## config.mk

```make
export PLATFORM = sky130hd
export DESIGN_NAME = instr_stream_packer_flat
export DESIGN_NICKNAME = d
export VERILOG_FILES = /design/src/rtl/instr_stream_packer_if.sv /design/src/rtl/instr_stream_packer.sv /design/src/flat_wrapper.sv
export SDC_FILE = /design/constraint.sdc
export NUM_CORES = 1
export LEC_CHECK = 0
export BUFFER_PORTS_ARGS = -buffer_cell sky130_fd_sc_hd__buf_2
export CORE_MARGIN = 4
export CORE_UTILIZATION = 52
export DETAILED_ROUTE_END_ITERATION = 10
export PLACE_DENSITY_LB_ADDON = 0.08
export SETUP_SLACK_MARGIN = 0.4
export SLEW_MARGIN = 10
export SYNTH_ARGS = -nofsm -noshare
export SYNTH_HDL_FRONTEND = slang
export SYNTH_SLANG_ARGS = --single-unit
```

## constraint.sdc

```tcl
create_clock -name clk -period 2.25 [get_ports clk]
set_input_delay 0.1125 -clock clk [delete_from_list [all_inputs] [get_ports clk]]
set_output_delay 0.1125 -clock clk [all_outputs]
set_load 0.005 [all_outputs]
```

## src/rtl/instr_stream_packer_if.sv

```systemverilog
// Loader-to-packer pair handshake plus the instruction-memory write bus.
// Ports: in_valid/in_ready/in_instr/in_imm (pair side), mem_we/mem_addr/mem_data/mem_is_imm (write side).
interface instr_stream_packer_if #(
    parameter int ADDR_W = 12
);
    logic              in_valid;
    logic              in_ready;
    logic [15:0]       in_instr;
    logic [15:0]       in_imm;
    logic              mem_we;
    logic [ADDR_W-1:0] mem_addr;
    logic [15:0]       mem_data;
    logic              mem_is_imm;

    // Loader side: offers pairs, observes the write stream.
    modport master (
        output in_valid, in_instr, in_imm,
        input  in_ready, mem_we, mem_addr, mem_data, mem_is_imm
    );

    // Packer side: accepts pairs, drives the memory write port.
    modport slave (
        input  in_valid, in_instr, in_imm,
        output in_ready, mem_we, mem_addr, mem_data, mem_is_imm
    );
endinterface

```

## src/rtl/instr_stream_packer.sv

```systemverilog
// Serializes (instruction, immediate) pairs into 16-bit instruction-memory writes;
// the immediate word follows only when instr[2]=1.
// Ports: clk, rst (sync, active-high), restart, bus (pair in / mem write out),
//        word_count, done (sticky full), overflow (sticky dropped immediate).
module instr_stream_packer #(
    parameter int ADDR_W    = 12,
    parameter int BASE_ADDR = 0,
    parameter int DEPTH     = 4096
) (
    input  logic                clk,
    input  logic                rst,
    input  logic                restart,
    instr_stream_packer_if.slave bus,
    output logic [ADDR_W:0]     word_count,
    output logic                done,
    output logic                overflow
);
    typedef enum logic {
        EMIT_INSTR,
        EMIT_IMM
    } state_t;

    localparam logic [ADDR_W-1:0] BASE = ADDR_W'(BASE_ADDR);
    localparam logic [ADDR_W:0]   LAST = (ADDR_W+1)'(DEPTH - 1);

    state_t            state;
    logic [ADDR_W-1:0] next_addr;
    logic [15:0]       imm_q;
    logic              accept;
    logic              at_last;

    // Ready depends only on registers, never on in_valid or data.
    assign bus.in_ready = (state == EMIT_INSTR) && !done;
    assign accept       = bus.in_valid && bus.in_ready;
    // The word about to be written is the final free slot.
    assign at_last      = (word_count == LAST);

    always_ff @(posedge clk) begin
        if (rst || restart) begin
            state          <= EMIT_INSTR;
            next_addr      <= BASE;
            imm_q          <= '0;
            bus.mem_we     <= 1'b0;
            bus.mem_addr   <= BASE;
            bus.mem_data   <= '0;
            bus.mem_is_imm <= 1'b0;
            word_count     <= '0;
            done           <= 1'b0;
            overflow       <= 1'b0;
        end else begin
            bus.mem_we     <= 1'b0;
            bus.mem_is_imm <= 1'b0;
            unique case (state)
                EMIT_INSTR: begin
                    if (accept) begin
                        bus.mem_we   <= 1'b1;
                        bus.mem_addr <= next_addr;
                        bus.mem_data <= bus.in_instr;
                        next_addr    <= next_addr + 1'b1;
                        word_count   <= word_count + 1'b1;
                        if (at_last) begin
                            // No room for a following immediate: drop it.
                            done <= 1'b1;
                            if (bus.in_instr[2]) overflow <= 1'b1;
                        end else if (bus.in_instr[2]) begin
                            imm_q <= bus.in_imm;
                            state <= EMIT_IMM;
                        end
                    end
                end
                EMIT_IMM: begin
                    bus.mem_we     <= 1'b1;
                    bus.mem_is_imm <= 1'b1;
                    bus.mem_addr   <= next_addr;
                    bus.mem_data   <= imm_q;
                    next_addr      <= next_addr + 1'b1;
                    word_count     <= word_count + 1'b1;
                    if (at_last) done <= 1'b1;
                    state          <= EMIT_INSTR;
                end
                default: state <= EMIT_INSTR;
            endcase
        end
    end
endmodule

```

## src/flat_wrapper.sv

```systemverilog
// flat-port wrapper written by rule: the top's interface ports become plain ports
module instr_stream_packer_flat 
#(
    parameter int ADDR_W    = 12,
    parameter int BASE_ADDR = 0,
    parameter int DEPTH     = 4096
)
  (clk, rst, restart, word_count, done, overflow, bus_in_valid, bus_in_instr, bus_in_imm, bus_in_ready, bus_mem_we, bus_mem_addr, bus_mem_data, bus_mem_is_imm);
  instr_stream_packer_if #(.ADDR_W(ADDR_W)) bus_i ();
  input  logic clk;
  input  logic rst;
  input  logic restart;
  output logic [ADDR_W:0] word_count;
  output logic done;
  output logic overflow;
  input wire logic [$bits(bus_i.in_valid)-1:0] bus_in_valid;
  input wire logic [$bits(bus_i.in_instr)-1:0] bus_in_instr;
  input wire logic [$bits(bus_i.in_imm)-1:0] bus_in_imm;
  output wire logic [$bits(bus_i.in_ready)-1:0] bus_in_ready;
  output wire logic [$bits(bus_i.mem_we)-1:0] bus_mem_we;
  output wire logic [$bits(bus_i.mem_addr)-1:0] bus_mem_addr;
  output wire logic [$bits(bus_i.mem_data)-1:0] bus_mem_data;
  output wire logic [$bits(bus_i.mem_is_imm)-1:0] bus_mem_is_imm;
  assign bus_i.in_valid = bus_in_valid;
  assign bus_i.in_instr = bus_in_instr;
  assign bus_i.in_imm = bus_in_imm;
  assign bus_in_ready = bus_i.in_ready;
  assign bus_mem_we = bus_i.mem_we;
  assign bus_mem_addr = bus_i.mem_addr;
  assign bus_mem_data = bus_i.mem_data;
  assign bus_mem_is_imm = bus_i.mem_is_imm;
  instr_stream_packer #(.ADDR_W(ADDR_W), .BASE_ADDR(BASE_ADDR), .DEPTH(DEPTH)) u_core (.clk(clk), .rst(rst), .restart(restart), .bus(bus_i), .word_count(word_count), .done(done), .overflow(overflow));
endmodule
```

Word level (Yosys, flattened, before mapping)
Cells that the tools add are included.

storage, ports and cells
  word-level logic and storage cells = 40
  input port bits = 36
  output and inout port bits = 46
  register bits = 74

cells by class
  bitwise gates (word level) = 2
  reductions and logical operators = 6
  add/subtract/negate cells = 2
  mux-type cells = 18
  equal/unequal tests = 2

operator list
  kind                     number
  $pmux W12 S2             2
  $pmux W16 S2             1
  $pmux W13 S2             1
  $mux W12                 2
  $mux W16                 1
  $add A13 B1 Y13 const B  1
  $eq A13 B12 Y1 const B   1
  $mux W13                 1
  $add A12 B1 Y12 const B  1
  $reduce_and A4 Y1        2
  $mux W1                  7
  $pmux W1 S2              3
  $logic_and A1 B1 Y1      2
  $ne A2 B1 Y1 const B     1
  $not A1 Y1               2
  $logic_not A1 Y1         1
  $logic_or A1 B1 Y1       1

Depth between registers and ports, before layout
  word-level depth = 5
  depth in mapped cells = 7
  depth with buffers taken out = 5

Least setup slack after synthesis
No wires, ideal clock.

  path type = reg-to-reg
  from = register u_core.word_count[0]
  to = register u_core.imm_q[0]
  path buffers = 1
  path slack = 624 ps
  cell stages (with the launch flop) = 7
  required time = 2133 ps
  clock period less this slack = 1626 ps
  library setup time = 117 ps
  arrival = 1509 ps
  cell sequence = dfxtp_1 -> ha_1 -> and2_2 -> and4_4 -> o21a_4 -> buf_8 -> a22o_1

on the way
  word-level cells in the longest chain between the ends = 3

RTL lines
  item                                line                       source
  start, declared                     instr_stream_packer.sv:14  output logic [ADDR_W:0] word_count,
  start signal, assigned              instr_stream_packer.sv:60  word_count <= word_count + 1'b1;
  start signal, assigned              instr_stream_packer.sv:77  word_count <= word_count + 1'b1;
  $eq A13 B12 Y1                      instr_stream_packer.sv:36  assign at_last = (word_count == LAST);
  $not A1 Y1 (no source line)         --
  $reduce_and A4 Y1 (no source line)  --
  end signal, assigned                instr_stream_packer.sv:66  imm_q <= bus.in_imm;
  end, declared                       instr_stream_packer.sv:28  logic [15:0] imm_q;

No other way between the ends.
A chain may end at the register's enable or synchronous reset.

Final worst setup path
  from = register u_core.word_count[0]
  to = register u_core.imm_q[10]

Same word-level chain as after synthesis.

==> metrics.cfg <==
[detailed_routing]
wirelength_um=6535
dr.pass1.iters=4
dr_total_vias=2478
wl_per_cell_um=13.73
ant_nets=0
drcViolationCount=0
viasPerCell=5.206
drt_iter0_drc=75

[global_routing]
grt_pass1_wl_um=11350
grt_pass1_vias=2436
antenna_found_initial=0
grt_max_degree=48
use_met1=0.2463
grt_use_total=0.1949
grtUsageMet2=0.3102
gr-total-overflow=0
gr-usage-met3=0.05824
grt-busiest-layer=met2

[final_layout]
antenna_cells=0
final_common_cell=buf_2
layout_common_cells=81 x buf_2, 73 x dfxtp_1, 33 x nor2_1
layout.nets=437
syn2layout_area_growth_pct=25.92
layout-drive-gt1-share=0.3218
post_layout_nonfiller_instances=476

[sta]
timing.final.crit_share=0.7422
min_period_ps=1670
slew_headroom=0.6146
tns_ps=0
holdWs_ps=103.0
rsz0062_at_grt=false
setup_viol=0
hold_viol_final=0
fmaxAchievable_mhz=598.8
fin_skew_ps=11.56
slew_violations=0
worst_pin_slew_ps=578.1

[placement]
gp_congestion=0.8020
dp_cells=443
dpl.hpwl_um=4444
portBuffers=81

[floorplan]
start_util=0.5420
dieArea_mm2=0.007054
num_io_pins=82
die_w_um=83.99
coreArea_mm2=0.005540
num_rows=27
die_y_um=83.99

[power_and_ir_drop]
ir_drop_mv=0.4466
power.leakage_nw=1.542
powerDensity_mw_per_mm2=678.1

[critical_path]
crit_slowest_cell=dfxtp_1
cp_data_required_time_ps=2480
endpoint_kind=flop
crit_type=reg2reg
critical_path.max_fanout=16
cp.buffers_inverters=0
critPathMaxStageDelay_ps=340
worstSetupStartpointType=flop
crit_arrival_ps=1900
crit_family=compound AO/OA/AOI/OAI gates
cp_cell_sequence=ha_1 -> and2_2 -> and4_4 -> o21a_4 -> a22o_2

[clock_tree]
clock-sinks=74
cts_tree=yes
cts_made_buffers=9
clkTransAtPathRegs_ps=80
clk_latency_ps=340
root_buffer=clkbuf_8
htreeDepth=3
cts_max_path_buffers=2

[hold_path]
hp-class=in2reg

[synthesis]
syn_inst=305
synth_edf_count=0
synth_seq_cells=74
synthDistinctLibCells=41
ys_seq_area_frac=0.4933
synth_fp_nets=343
ys.flop_type=dfxtp_1
yosysWarningCount=0
synthArstFlopShare=0
syn_area_per_cell_um2=9.846
syn_area_mm2=0.003003

[status]
status=finished clean

[job]
maxCapViolations=0

## routing by layer
layer | share of wire | up-vias | routed length, µm
met5 | 0 | - | 0
met4 | 0.011 | 0 | 71
met3 | 0.057 | 8 | 370
met2 | 0.45 | 50 | 2969
met1 | 0.48 | 1136 | 3123
li1 | - | 1284 | -
## worst paths after layout
kind / start / end / slack [ps] / depth (start not counted)
max: u_core.word_count[0] / u_core.imm_q[10] / 580 / 5
min: bus_in_instr[14] / u_core.bus.mem_data[14] / 100 / 3
max reg2reg: u_core.word_count[0] / u_core.imm_q[10] / 580 / 5
min reg2reg: u_core.bus.mem_addr[8] / u_core.bus.mem_addr[8] / 450 / 2
## Yosys cell counts, types with 2 or more instances
cell       count  area share
ha_1           2      0.0083
xor2_1        11       0.032
mux2i_1       15       0.050
clkbuf_1       4      0.0050
a22o_1        10       0.029
nor2_1        33       0.041
o21ai_0       12       0.020
a22o_2         6       0.020
o211ai_1       7       0.017
nor2_2         2      0.0042
buf_6          2      0.0075
nand3_1        6       0.010
buf_2          5      0.0083
buf_4          7       0.017
or3_1          9       0.019
o2111ai_1      4       0.012
a211oi_2      10       0.042
a211oi_1       5       0.013
dfxtp_1       74        0.49
nand2_1       32       0.040
a21oi_1       25       0.042
and3_1         3      0.0063
and4_1         3      0.0088
## cell families (layout without fill, tap and decap cells)
kind of cell / after synthesis / in the layout / synth area share
and+or+nand+nor: 100 / 100 / 0.1617
AOI/OAI and AO/OA: 82 / 82 / 0.2071
DFF: 74 / 74 / 0.4933
buffers and inverters: 20 / 119 / 0.04458
muxes: 15 / 15 / 0.05000
xor gates and xnor gates: 12 / 12 / 0.03500
adders and majority gates: 2 / 2 / 0.008332
## power by group
group	internal (mW)	total (mW)	switching [mW]
registers	1.33	1.35	0.0151
logic	0.0912	0.194	0.103
clock network	0.540	1.02	0.483
total	1.96	2.56	0.601
## layout make-up
class	count	area (µm²)
multi-input combinational	211	1390
sequential	74	1483
clock inverter	5	53.80
clock buffer	11	141.4
timing repair buffer	103	623.1
fill	468	1759
tap	72	90.09
## worst reg2reg max path: stages, from the launching register on
cell and delay (ps):
dfxtp_1 340, ha_1 210, and2_2 240, and4_4 230
o21a_4 270, a22o_2 280
## per-stage QoR
step	instance area [µm²]	setup WS [ps]	total power [mW]	utilization
global placement	3402	391.1	1.547	0.6140
floorplan	3003	623.7	1.489	-
detailed placement	3402	373.2	1.550	0.6140
global route	3781	531.4	2.668	0.6825
finish	3781	580.0	2.564	0.6825
CTS	3780	542.6	2.589	0.6822
## registers in the layout (all words and copies together) (netlist names), 12 cells and up
signal,flops
u_core.imm_q,16
u_core.bus.mem_data,16
u_core.word_count,13
u_core.bus.mem_addr,12
u_core.next_addr,12
## timing repair
| item | 4_1_cts | 5_1_grt |
|---|---|---|
| cloned | 0 | 0 |
| hold endpoints to repair | 16 | 0 |
| setup endpoints to repair | 14 | 1 |
| pin swaps | 1 | 0 |
| resized for setup | 1 | 1 |
| buffers inserted | 1 | 0 |
| hold buffers | 16 | 0 |
No activity file was read; power rests on OpenSTA's default activity.
